$ cat src/rtl/io_map.sv
// Shared I/O map for the j1 UART receive path: decode addresses and drain FSM encoding.
package io_map;

    localparam logic [15:0] UART_RX    = 16'h1000;
    localparam logic [15:0] UART_STAT  = 16'h2000;
    localparam logic [15:0] UART_DROPS = 16'h2004;

    typedef enum logic {
        StIdle,
        StGuard
    } drain_state_e;

endpackage

$ cat src/rtl/sync_fifo_mem.sv
// Register-array storage for the RX FIFO: one synchronous write port, one asynchronous read.
module sync_fifo_mem #(
    parameter int unsigned AW    = 4,
    parameter int unsigned WIDTH = 8
) (
    input  logic             clk,
    input  logic             we,
    input  logic [AW-1:0]    waddr,
    input  logic [WIDTH-1:0] wdata,
    input  logic [AW-1:0]    raddr,
    output logic [WIDTH-1:0] rdata
);

    logic [WIDTH-1:0] mem [0:(1 << AW) - 1];

    always_ff @(posedge clk) begin
        if (we) begin
            mem[waddr] <= wdata;
        end
    end

    assign rdata = mem[raddr];

endmodule

$ cat src/rtl/uart_rx_fifo.sv
// Drains buart RX bytes into a show-ahead FIFO for the j1 CPU.
// Define UART_RX_FIFO_STATS_EN to add the saturating drop_count output.
module uart_rx_fifo
    import io_map::*;
#(
    parameter int unsigned AW    = 4,
    parameter int unsigned WIDTH = 8
) (
    input  logic             clk,
    input  logic             reset,
    input  logic             uart_valid,
    input  logic [WIDTH-1:0] uart_data,
    output logic             uart_rd,
    input  logic             cpu_pop,
    input  logic             clr_ovf,
    output logic [WIDTH-1:0] rx_data,
    output logic             rx_avail,
    output logic             rx_full,
    output logic [AW:0]      rx_level,
    output logic             overflow
`ifdef UART_RX_FIFO_STATS_EN
    ,
    output logic [15:0]      drop_count
`endif
);

    localparam logic [AW:0] PtrOne = (AW + 1)'(1);

    drain_state_e     state_q, state_d;
    logic [AW:0]      wptr_q, rptr_q, rptr_inc, level;
    logic [WIDTH-1:0] rx_data_q, rx_data_d, mem_rdata;
    logic             overflow_q;
    logic             empty, full, do_push, do_pop, drop;

    assign level    = wptr_q - rptr_q;
    assign empty    = (wptr_q == rptr_q);
    assign full     = (wptr_q[AW] != rptr_q[AW]) && (wptr_q[AW-1:0] == rptr_q[AW-1:0]);
    assign rptr_inc = rptr_q + PtrOne;

    // Ack is gated by reset so a byte offered during reset is re-drained afterwards.
    always_comb begin
        state_d = state_q;
        uart_rd = 1'b0;
        unique case (state_q)
            StIdle: begin
                if (uart_valid && !reset) begin
                    uart_rd = 1'b1;
                    state_d = StGuard;
                end
            end
            StGuard: begin
                state_d = StIdle;
            end
        endcase
    end

    assign do_pop  = cpu_pop && !empty;
    assign do_push = uart_rd && (!full || cpu_pop);
    assign drop    = uart_rd && full && !cpu_pop;

    // Head register looks ahead one entry so a push or pop is visible the next cycle.
    always_comb begin
        rx_data_d = rx_data_q;
        if (do_push && (empty || (level == PtrOne && do_pop))) begin
            rx_data_d = uart_data;
        end else if (do_pop && level > PtrOne) begin
            rx_data_d = mem_rdata;
        end
    end

    sync_fifo_mem #(
        .AW    (AW),
        .WIDTH (WIDTH)
    ) u_mem (
        .clk   (clk),
        .we    (do_push),
        .waddr (wptr_q[AW-1:0]),
        .wdata (uart_data),
        .raddr (rptr_inc[AW-1:0]),
        .rdata (mem_rdata)
    );

    always_ff @(posedge clk) begin
        if (reset) begin
            state_q    <= StIdle;
            wptr_q     <= '0;
            rptr_q     <= '0;
            rx_data_q  <= '0;
            overflow_q <= 1'b0;
        end else begin
            state_q   <= state_d;
            rx_data_q <= rx_data_d;
            if (do_push) begin
                wptr_q <= wptr_q + PtrOne;
            end
            if (do_pop) begin
                rptr_q <= rptr_inc;
            end
            if (drop) begin
                overflow_q <= 1'b1;
            end else if (clr_ovf) begin
                overflow_q <= 1'b0;
            end
        end
    end

`ifdef UART_RX_FIFO_STATS_EN
    logic [15:0] drop_count_q;

    always_ff @(posedge clk) begin
        if (reset) begin
            drop_count_q <= '0;
        end else if (drop) begin
            if (clr_ovf) begin
                drop_count_q <= 16'd1;
            end else if (drop_count_q != 16'hFFFF) begin
                drop_count_q <= drop_count_q + 16'd1;
            end
        end else if (clr_ovf) begin
            drop_count_q <= '0;
        end
    end

    assign drop_count = drop_count_q;
`endif

    assign rx_data  = rx_data_q;
    assign rx_avail = !empty;
    assign rx_full  = full;
    assign rx_level = level;
    assign overflow = overflow_q;

endmodule

$ cat config.mk
export PLATFORM = sky130hd
export DESIGN_NAME = uart_rx_fifo
export DESIGN_NICKNAME = d
export VERILOG_FILES = /design/src/rtl/io_map.sv /design/src/rtl/sync_fifo_mem.sv /design/src/rtl/uart_rx_fifo.sv
export SDC_FILE = /design/constraint.sdc
export NUM_CORES = 1
export LEC_CHECK = 0
export BUFFER_PORTS_ARGS = -buffer_cell sky130_fd_sc_hd__buf_2
export CORE_UTILIZATION = 45
export CTS_CLUSTER_DIAMETER = 40
export CTS_CLUSTER_SIZE = 12
export DETAILED_ROUTE_END_ITERATION = 6
export SYNTH_ARGS = -nofsm -noshare
export SYNTH_HDL_FRONTEND = slang
export SYNTH_HIERARCHICAL = 1
export SYNTH_SLANG_ARGS = --single-unit
$ cat constraint.sdc
create_clock -name clk -period 3.5 [get_ports clk]
set_input_delay 0 -clock clk [delete_from_list [all_inputs] [get_ports clk]]
set_output_delay 0 -clock clk [all_outputs]
set_load 0.005 [all_outputs]
==> Flow_metrics.wiki, run 1 <==
{| class="wikitable"
! Metric !! Value
|-
| Status || finished, final reports clean
|-
| Clk Tree Root Cell || clkbuf_16
|-
| Via count of the first global-routing pass || ~3400
|-
| Filler cell count in the final layout || 1088
|-
| Total DRC errors in the routed layout || 0
|-
| Crit path arrival time || between 3 and 4 ns
|-
| Die Footprint || roughly 0.014 mm^2
|-
| Critical path endpoint || rx_data[4]$_SDFFE_PP0P_
|-
| Static leakage power || approximately 2.6 nW
|-
| Post-Syn Instances || between 300 and 400
|-
| Instance count along the most critical hold path || 5
|-
| Final hold violations || 0
|-
| Chip Height || 118.7 um
|-
| Class of the most critical setup path || flip-flop to flip-flop
|-
| Area taken by flip-flops and latches || 0.004244 mm^2
|-
| Global routing usage summed across all routing layers || around 20%
|-
| Core box area || about 0.013 mm^2
|-
| Pwr dens || 611.3 mW/mm^2
|-
| Number of buffers added to fix hold violations after cts || 12
|-
| Post-Synthesis Cell Area || roughly 0.006 mm^2
|-
| First-pass GRT wire length || around 20000 um
|-
| Worst-case clock skew || about 0.0052 ns
|-
| Via-to-Cell Ratio || 5.489
|-
| Number of register bits inferred by synthesis || ~150
|-
| Top-level I/O count || 30
|-
| Count of warnings emitted by yosys || 6
|-
| IR drop worst, VDD || approximately 0.40 mV
|-
| Buffer and inverter count on the worst path || 2
|-
| Highest net fanout along the worst path || 11
|-
| Met3 Usage GRT || approximately 6.6%
|-
| Sequential-to-total area share from yosys stat || between 60% and 70%
|-
| Final slew viol count || 0
|-
| # diodes || 0
|-
| Number of nets with antenna violations after routing || 0
|-
| Clock tree from TritonCTS || built
|-
| Worst-Margin Slew || between 0.7 and 0.8 ns
|-
| Non-filler cells in the finished layout || 601
|-
| Post-synth EDFFs || around 130
|-
| Initial cell density of the core || between 40 and 50%
|-
| CP delay by family, top || compound AO/OA/AOI/OAI gates
|-
| Total setup violations reported at the end of the flow || 0
|-
| Fin crit period || roughly 3 ns
|-
| Crit path from || wptr_q[0]$_SDFFE_PP0P_
|-
| Critical path endpoint category || flip-flop
|-
| Global-route track usage on met1 || 25.98%
|-
| Final Hold Slack || 0.1386 ns
|-
| Skew-Pair Late Insertion Delay || around 0.42 ns
|-
| Total non-filler cell area in the finished layout || 0.007237 mm^2
|-
| Routability congestion estimate from global placement || about 0.8
|-
| Count of unique library cells instantiated by Yosys || 39
|-
| DRC marker count from the first detailed-route iteration || 234
|-
| Achievable frequency || roughly 0.33 GHz
|-
| Total nets after synthesis || around 370
|-
| Setup slack of the most critical reg-to-reg path || about 0.49 ns
|-
| Wire per inst || roughly 21 um
|-
| Synthesized area per cell || ~18 um^2
|-
| CP required || ~3.8 ns
|-
| Floorplan row count || 42
|-
| Total number of H-tree levels || 4
|-
| Number of port buffers || 29
|-
| Met2 track demand over resource || a little under a third
|-
| Pin count of the biggest net entering global routing || 33
|-
| Proportion of layout cells with a drive suffix above 1 || 24.71%
|-
| Num Clock Sinks || roughly 150
|-
| Number of antenna violations at the first check in global routing || 0
|-
| Fraction of registers with async set or reset after synthesis || 0%
|-
| WP depth || 10
|-
| Slowest CP cell || o41ai_4
|-
| Worst slew margin || 46.53%
|-
| Hpwl dp || roughly 8000 um
|-
| Total number of nets in the final design || 432
|-
| Total length of routed wires || 12800 um
|-
| List of cells traversed by the critical path || inv_1 -> ha_1 -> fa_1 -> nand2b_1 -> a21oi_1 -> xnor2_1 -> inv_2 -> o41ai_4 -> mux2i_1 -> a211oi_2
|-
| Clock Path Buffers || 2
|-
| Total area of multi-input combinational cells || 0.001728 mm^2
|-
| Max-cap violation count || 0
|-
| Total Neg Setup Slack || 0 ns
|-
| Layer carrying the most global-route usage || met2
|-
| Worst setup SP type || flip-flop
|-
| Number of buffers created by CTS || 17
|-
| Router iterations before antenna repair || 4
|-
| Area growth from synthesis to final layout || 18.19%
|-
| Worst hold path class || primary input to flip-flop
|-
| Stage delay of the slowest cell on the critical path || 0.65 ns
|-
| Cts repair resizes || 0
|-
| Area after detailed placement || around 0.0065 mm^2
|-
| Total placed cells including tap cells || roughly 560
|-
| Depth of the worst register-to-register path || 10
|-
| Via count || 3299
|-
| Critical register-to-register path endpoint || rx_data[4]$_SDFFE_PP0P_
|-
| Part of the cycle the worst path needs || 86.14%
|-
| RSZ-0062 raised after global routing || no
|-
| Die width || about 120 um
|-
| Post-CTS repair timing setup buffer count || 0
|-
| Most common flop cell mapped by yosys || edfxtp_1
|-
| RR Startpoint || wptr_q[0]$_SDFFE_PP0P_
|-
| Clock transition at the registers of the reported paths || ~0.060 ns
|-
| Sum of overflow across all layers after global routing || 0
|}
layer usage:
metal  part of all wire [%]  up-vias  routed length [um]
met4                    1.5        0                 197
met2                     48       85                6148
li1                       -     1505                   -
met1                     45     1693                5737
met5                      0        -                   0
met3                    5.6       16                 721
worst min path at each step:
stage / start / slack [ns] / end
after floorplan: uart_data[0] / 0.1 / u_mem/mem[0][0]$_DFFE_PP_
after CTS: cpu_pop / 0.11 / wptr_q[1]$_SDFFE_PP0P_
after global routing: cpu_pop / 0.19 / wptr_q[1]$_SDFFE_PP0P_
after detailed placement: clr_ovf / 0.34 / overflow$_SDFFE_PP0P_
final: cpu_pop / 0.14 / wptr_q[1]$_SDFFE_PP0P_
after global placement: clr_ovf / 0.33 / overflow$_SDFFE_PP0P_
worst reg2reg max path: stages (launching register included):
cell and delay (ns):
dfxtp_1 0.53, inv_1 0.10, ha_1 0.23, fa_1 0.40
nand2b_1 0.16, a21oi_1 0.17, xnor2_1 0.18, inv_2 0.08
o41ai_4 0.65, mux2i_1 0.30, a211oi_2 0.09
sequential cells by signal, indices dropped and copies added, names as in the netlist:
signal     cells
wptr_q         5
rptr_q         5
u_mem/mem    128
state_q        1
overflow       1
rx_data        8
area by class of cell:
| cell class | instances | share of cell area, % |
|---|---|---|
| Multi-Input combinational cell | 171 | 23.88 |
| Sequential cell | 148 | 58.64 |
| Timing Repair Buffer | 61 | 5.913 |
| Clock inverter | 5 | 1.037 |
| Inverter | 13 | 0.6743 |
| Clock buffer | 27 | 6.812 |
| Tap cell | 176 | 3.043 |
through the flow:
stage / setup WS [ns] / utilization [%] / total power (W)
finish: 0.4851 / 54.65 / 0.004424
global route: 0.2629 / 54.65 / 0.004592
CTS: 0.4764 / 54.65 / 0.004465
detailed placement: 0.4875 / 49.45 / 0.002709
global placement: 0.5839 / 49.45 / 0.002696
floorplan: 0.6037 / - / 0.002506
logic make-up after synthesis:
group	after synthesis	share of synthesized area (%)
adder cells (fa/ha/maj)	7	1.553
buffers and inverters	27	2.472
flip-flops	148	69.31
AO/OA/AOI/OAI	33	4.966
XOR/XNOR	13	1.859
multiplexers	40	13.94
AND/OR/NAND/NOR	78	5.905
power breakdown:
| part | switching (W) | total [W] | internal, W |
|---|---|---|---|
| clock | 0.000644 | 0.00175 | 0.00110 |
| combinational | 0.000366 | 0.000700 | 0.000334 |
| sequential | 0.0000254 | 0.00198 | 0.00195 |
| total | 0.00104 | 0.00442 | 0.00339 |
synth_stat cells (2+ instances only):
master | n | area [um^2]
buf_2 | 4 | 20.02
nand2b_1 | 4 | 25.02
a211oi_2 | 7 | 87.58
dfxtp_1 | 20 | 400.4
nand2_1 | 13 | 48.80
a21oi_2 | 2 | 17.52
mux4_1 | 14 | 367.9
a21oi_1 | 2 | 10.01
or3b_2 | 2 | 17.52
nand3_1 | 2 | 10.01
clkdlybuf4s25_2 | 3 | 30.03
xnor2_1 | 7 | 61.31
a22oi_1 | 16 | 120.1
mux2i_1 | 8 | 80.08
xor2_1 | 6 | 52.55
mux4_2 | 18 | 405.4
nor3_1 | 5 | 25.02
nand3b_1 | 3 | 22.52
nor2_1 | 39 | 146.4
and2_1 | 2 | 12.51
edfxtp_1 | 128 | 3844
nand4_1 | 4 | 25.02
inv_1 | 12 | 45.04
ha_1 | 6 | 75.07
clkbuf_1 | 3 | 11.26
buf_6 | 3 | 33.78
cell usage in the layout (no fill, tap or decap), types with 7 or more instances in the layout:
cell and n:
edfxtp_1 128, a22oi_1 16, dfxtp_1 20, nor2_1 39
mux2i_1 8, clkbuf_16 17, buf_4 19, dlygate4sd3_1 12
nand2_1 13, clkbuf_1 7, mux4_2 18, xnor2_1 7
a211oi_2 7, buf_2 29, inv_1 11, mux4_1 14
Note: power is estimated with default switching activity, not from simulation.
==> inputs of run 2 (changes only) <==
--- a/config.mk
+++ b/config.mk
@@ -6,10 +6,11 @@
 export NUM_CORES = 1
 export LEC_CHECK = 0
 export BUFFER_PORTS_ARGS = -buffer_cell sky130_fd_sc_hd__buf_2
-export CORE_UTILIZATION = 45
+export CORE_UTILIZATION = 55
 export CTS_CLUSTER_DIAMETER = 40
 export CTS_CLUSTER_SIZE = 12
 export DETAILED_ROUTE_END_ITERATION = 6
+export PLACE_DENSITY = 0.73
 export SYNTH_ARGS = -nofsm -noshare
 export SYNTH_HDL_FRONTEND = slang
 export SYNTH_HIERARCHICAL = 1
==> run 2 against run 1 <==
  * Cell count down 6.7%
  * Sequential power about the same
  * Clock power about the same
  * Core utilization up 11 points
  * Worst setup slack better by 0.022 ns
  * Register-to-register slack better by 0.02 ns
  * Sequential share of layout area up 0.66 points
  * Hold slack worse by 0.096 ns
  * Sequential cell count unchanged
  * Critical path depth unchanged
  * Routed wire length down 6.6%
  * Highest routed layer unchanged
==> Flow_metrics.wiki, run 2 (synthesis results as in run 1) <==
{| class="wikitable"
! Metric !! Value
|-
| Filler cell count in the final layout || 743 (was 1088)
|-
| Num Clock Sinks || 148 (unchanged)
|-
| Initial cell density of the core || 56.49% (was 46.24%)
|-
| Highest net fanout along the worst path || 11 (unchanged)
|-
| Non-filler cells in the finished layout || 561 (was 601)
|-
| Total number of nets in the final design || 429 (was 432)
|-
| Clk Tree Root Cell || clkbuf_8 (was clkbuf_16)
|-
| Worst setup SP type || flip-flop (unchanged)
|-
| RSZ-0062 raised after global routing || no (unchanged)
|-
| IR drop worst, VDD || 0.4111 mV (was 0.4047 mV)
|-
| Clock tree from TritonCTS || built (unchanged)
|-
| DRC marker count from the first detailed-route iteration || 212 (was 234)
|-
| Achievable frequency || 0.3341 GHz (was 0.3317 GHz)
|-
| Router iterations before antenna repair || 5 (was 4)
|-
| Routability congestion estimate from global placement || 0.8172 (was 0.7979)
|-
| Total placed cells including tap cells || 518 (was 557)
|-
| Via-to-Cell Ratio || 5.807 (was 5.489)
|-
| Cts repair resizes || 0 (unchanged)
|-
| Fin crit period || 2.993 ns (was 3.015 ns)
|-
| Crit path arrival time || 3.38 ns (was 3.30 ns)
|-
| Number of nets with antenna violations after routing || 0 (unchanged)
|-
| Pwr dens || 613.9 mW/mm^2 (was 611.3 mW/mm^2)
|-
| Global routing usage summed across all routing layers || 23.23% (was 19.98%)
|-
| Number of buffers created by CTS || 17 (unchanged)
|-
| Status || finished, final reports clean (unchanged)
|-
| Sum of overflow across all layers after global routing || 0 (unchanged)
|-
| Via count of the first global-routing pass || 3255 (was 3402)
|-
| Worst-Margin Slew || 0.8494 ns (was 0.7994 ns)
|-
| Static leakage power || 2.585 nW (was 2.614 nW)
|-
| # diodes || 0 (unchanged)
|-
| Wire per inst || 21.32 um (was 21.30 um)
|-
| Via count || 3258 (was 3299)
|-
| Pin count of the biggest net entering global routing || 33 (unchanged)
|-
| Die Footprint || 0.01156 mm^2 (was 0.01408 mm^2)
|-
| Top-level I/O count || 30 (unchanged)
|-
| Most common cell after layout, fill and taps aside || edfxtp_1 (unchanged)
|-
| Worst hold path class || primary input to flip-flop (unchanged)
|-
| Total setup violations reported at the end of the flow || 0 (unchanged)
|-
| Top library cells by usage in the layout, fill and taps aside || edfxtp_1, nor2_1, buf_2 (unchanged)
|-
| Class of the most critical setup path || flip-flop to flip-flop (unchanged)
|-
| Core box area || 0.01084 mm^2 (was 0.01324 mm^2)
|-
| Hpwl dp || 7546 um (was 7949 um)
|-
| Number of antenna violations at the first check in global routing || 0 (unchanged)
|-
| Total DRC errors in the routed layout || 0 (unchanged)
|-
| Part of the cycle the worst path needs || 85.51% (was 86.14%)
|-
| Floorplan row count || 38 (was 42)
|-
| Register containing the most flip-flops in the final layout || u_mem/mem (unchanged)
|-
| CP required || 3.89 ns (was 3.79 ns)
|-
| Proportion of layout cells with a drive suffix above 1 || 24.70% (was 24.71%)
|-
| Chip Height || 107.5 um (was 118.7 um)
|-
| Area growth from synthesis to final layout || 16.88% (was 18.19%)
|-
| First-pass GRT wire length || 18600 um (was 19730 um)
|-
| Max-cap violation count || 0 (unchanged)
|-
| Number of flip-flops under the largest register name || 128 (unchanged)
|-
| Critical path endpoint category || flip-flop (unchanged)
|-
| Final slew viol count || 0 (unchanged)
|-
| Total Neg Setup Slack || 0 ns (unchanged)
|-
| Worst-case clock skew || 0.004225 ns (was 0.005233 ns)
|-
| Total length of routed wires || 11960 um (was 12800 um)
|-
| Final Hold Slack || 0.04252 ns (was 0.1386 ns)
|-
| Total area of multi-input combinational cells || 0.001734 mm^2 (was 0.001728 mm^2)
|-
| Skew-Pair Late Insertion Delay || 0.52 ns (was 0.42 ns)
|-
| Die width || 107.5 um (was 118.7 um)
|-
| Clock transition at the registers of the reported paths || 0.06 ns (about the same)
|-
| Number of port buffers || 29 (unchanged)
|-
| Worst slew margin || 43.16% (was 46.53%)
|-
| Total number of H-tree levels || 4 (unchanged)
|-
| Area taken by flip-flops and latches || 0.004244 mm^2 (unchanged)
|-
| Clock Path Buffers || 2 (unchanged)
|-
| Final hold violations || 0 (unchanged)
|}
==> run 2: changes by cell type in the layout (fill, tap and decap cells not counted), sizes merged <==
cell	delta
clkbuf	-7
clkinv	+3
bufinv	+1
clkinvlp	+2
buf	-3
==> run 2: per-stage QoR <==
step / cell area [um^2] / utilization (%) / total power (W) / worst slack, ns
finish: 7157 / 66.02 / 0.004393 / 0.5072
global route: 7157 / 66.02 / 0.004561 / 0.2312
CTS: 7157 / 66.02 / 0.004426 / 0.4868
detailed placement: 6475 / 59.73 / 0.002705 / 0.5121
global placement: 6475 / 59.73 / 0.002692 / 0.6147
floorplan: 6123 / - / 0.002506 / 0.6037
==> run 2: per-layer routing <==
metal	share of wire, %	up-vias	wire length [um]	global-route usage (%)
met5	0	-	0	0
met4	1.7	0	200	10.27
met3	6.8	19	815	5.387
met2	50	116	5984	36.90
met1	41	1626	4959	30.79
li1	-	1497	-	-
==> run 2: final timing paths <==
kind | cells after the start | startpoint | end | slack [ns]
worst max-delay path | 10 | wptr_q[0]$_SDFFE_PP0P_ | rx_data[1]$_SDFFE_PP0P_ | 0.51
worst min-delay path | 5 | cpu_pop | wptr_q[1]$_SDFFE_PP0P_ | 0.04
worst max register to register | 10 | wptr_q[0]$_SDFFE_PP0P_ | rx_data[1]$_SDFFE_PP0P_ | 0.51
worst min register to register | 2 | state_q$_SDFF_PP0_ | state_q$_SDFF_PP0_ | 0.52
==> run 2: where the power goes <==
group | leakage, nW | internal, W | switching, W
Combinational | 1.00 | 0.000328 | 0.000369
Clock | 0.270 | 0.00107 | 0.000647
Sequential | 1.32 | 0.00195 | 0.0000253
Total | 2.58 | 0.00335 | 0.00104
==> run 2: repair_timing <==
action	in CTS	in global routing
hold buffers	12	0
endpoints found under the hold margin	147	0
setup buffers	0	0
==> run 2: critical path, cell delays in order, from the launching register on <==
cell and delay (ns):
dfxtp_1 0.53, inv_1 0.09, ha_1 0.23, fa_1 0.41, nand2b_1 0.16, a21oi_1 0.15, xnor2_1 0.19, inv_2 0.08
o41ai_4 0.62, mux2i_1 0.31, a211oi_2 0.10
==> run 2: final cells by class <==
type | count | area share, %
multi-input cells | 171 | 24.23
inverters | 13 | 0.6818
clock buffers | 20 | 5.944
clock inverters | 11 | 1.906
flip-flops and latches | 148 | 59.30
repair buffers | 58 | 5.490
well taps | 140 | 2.448
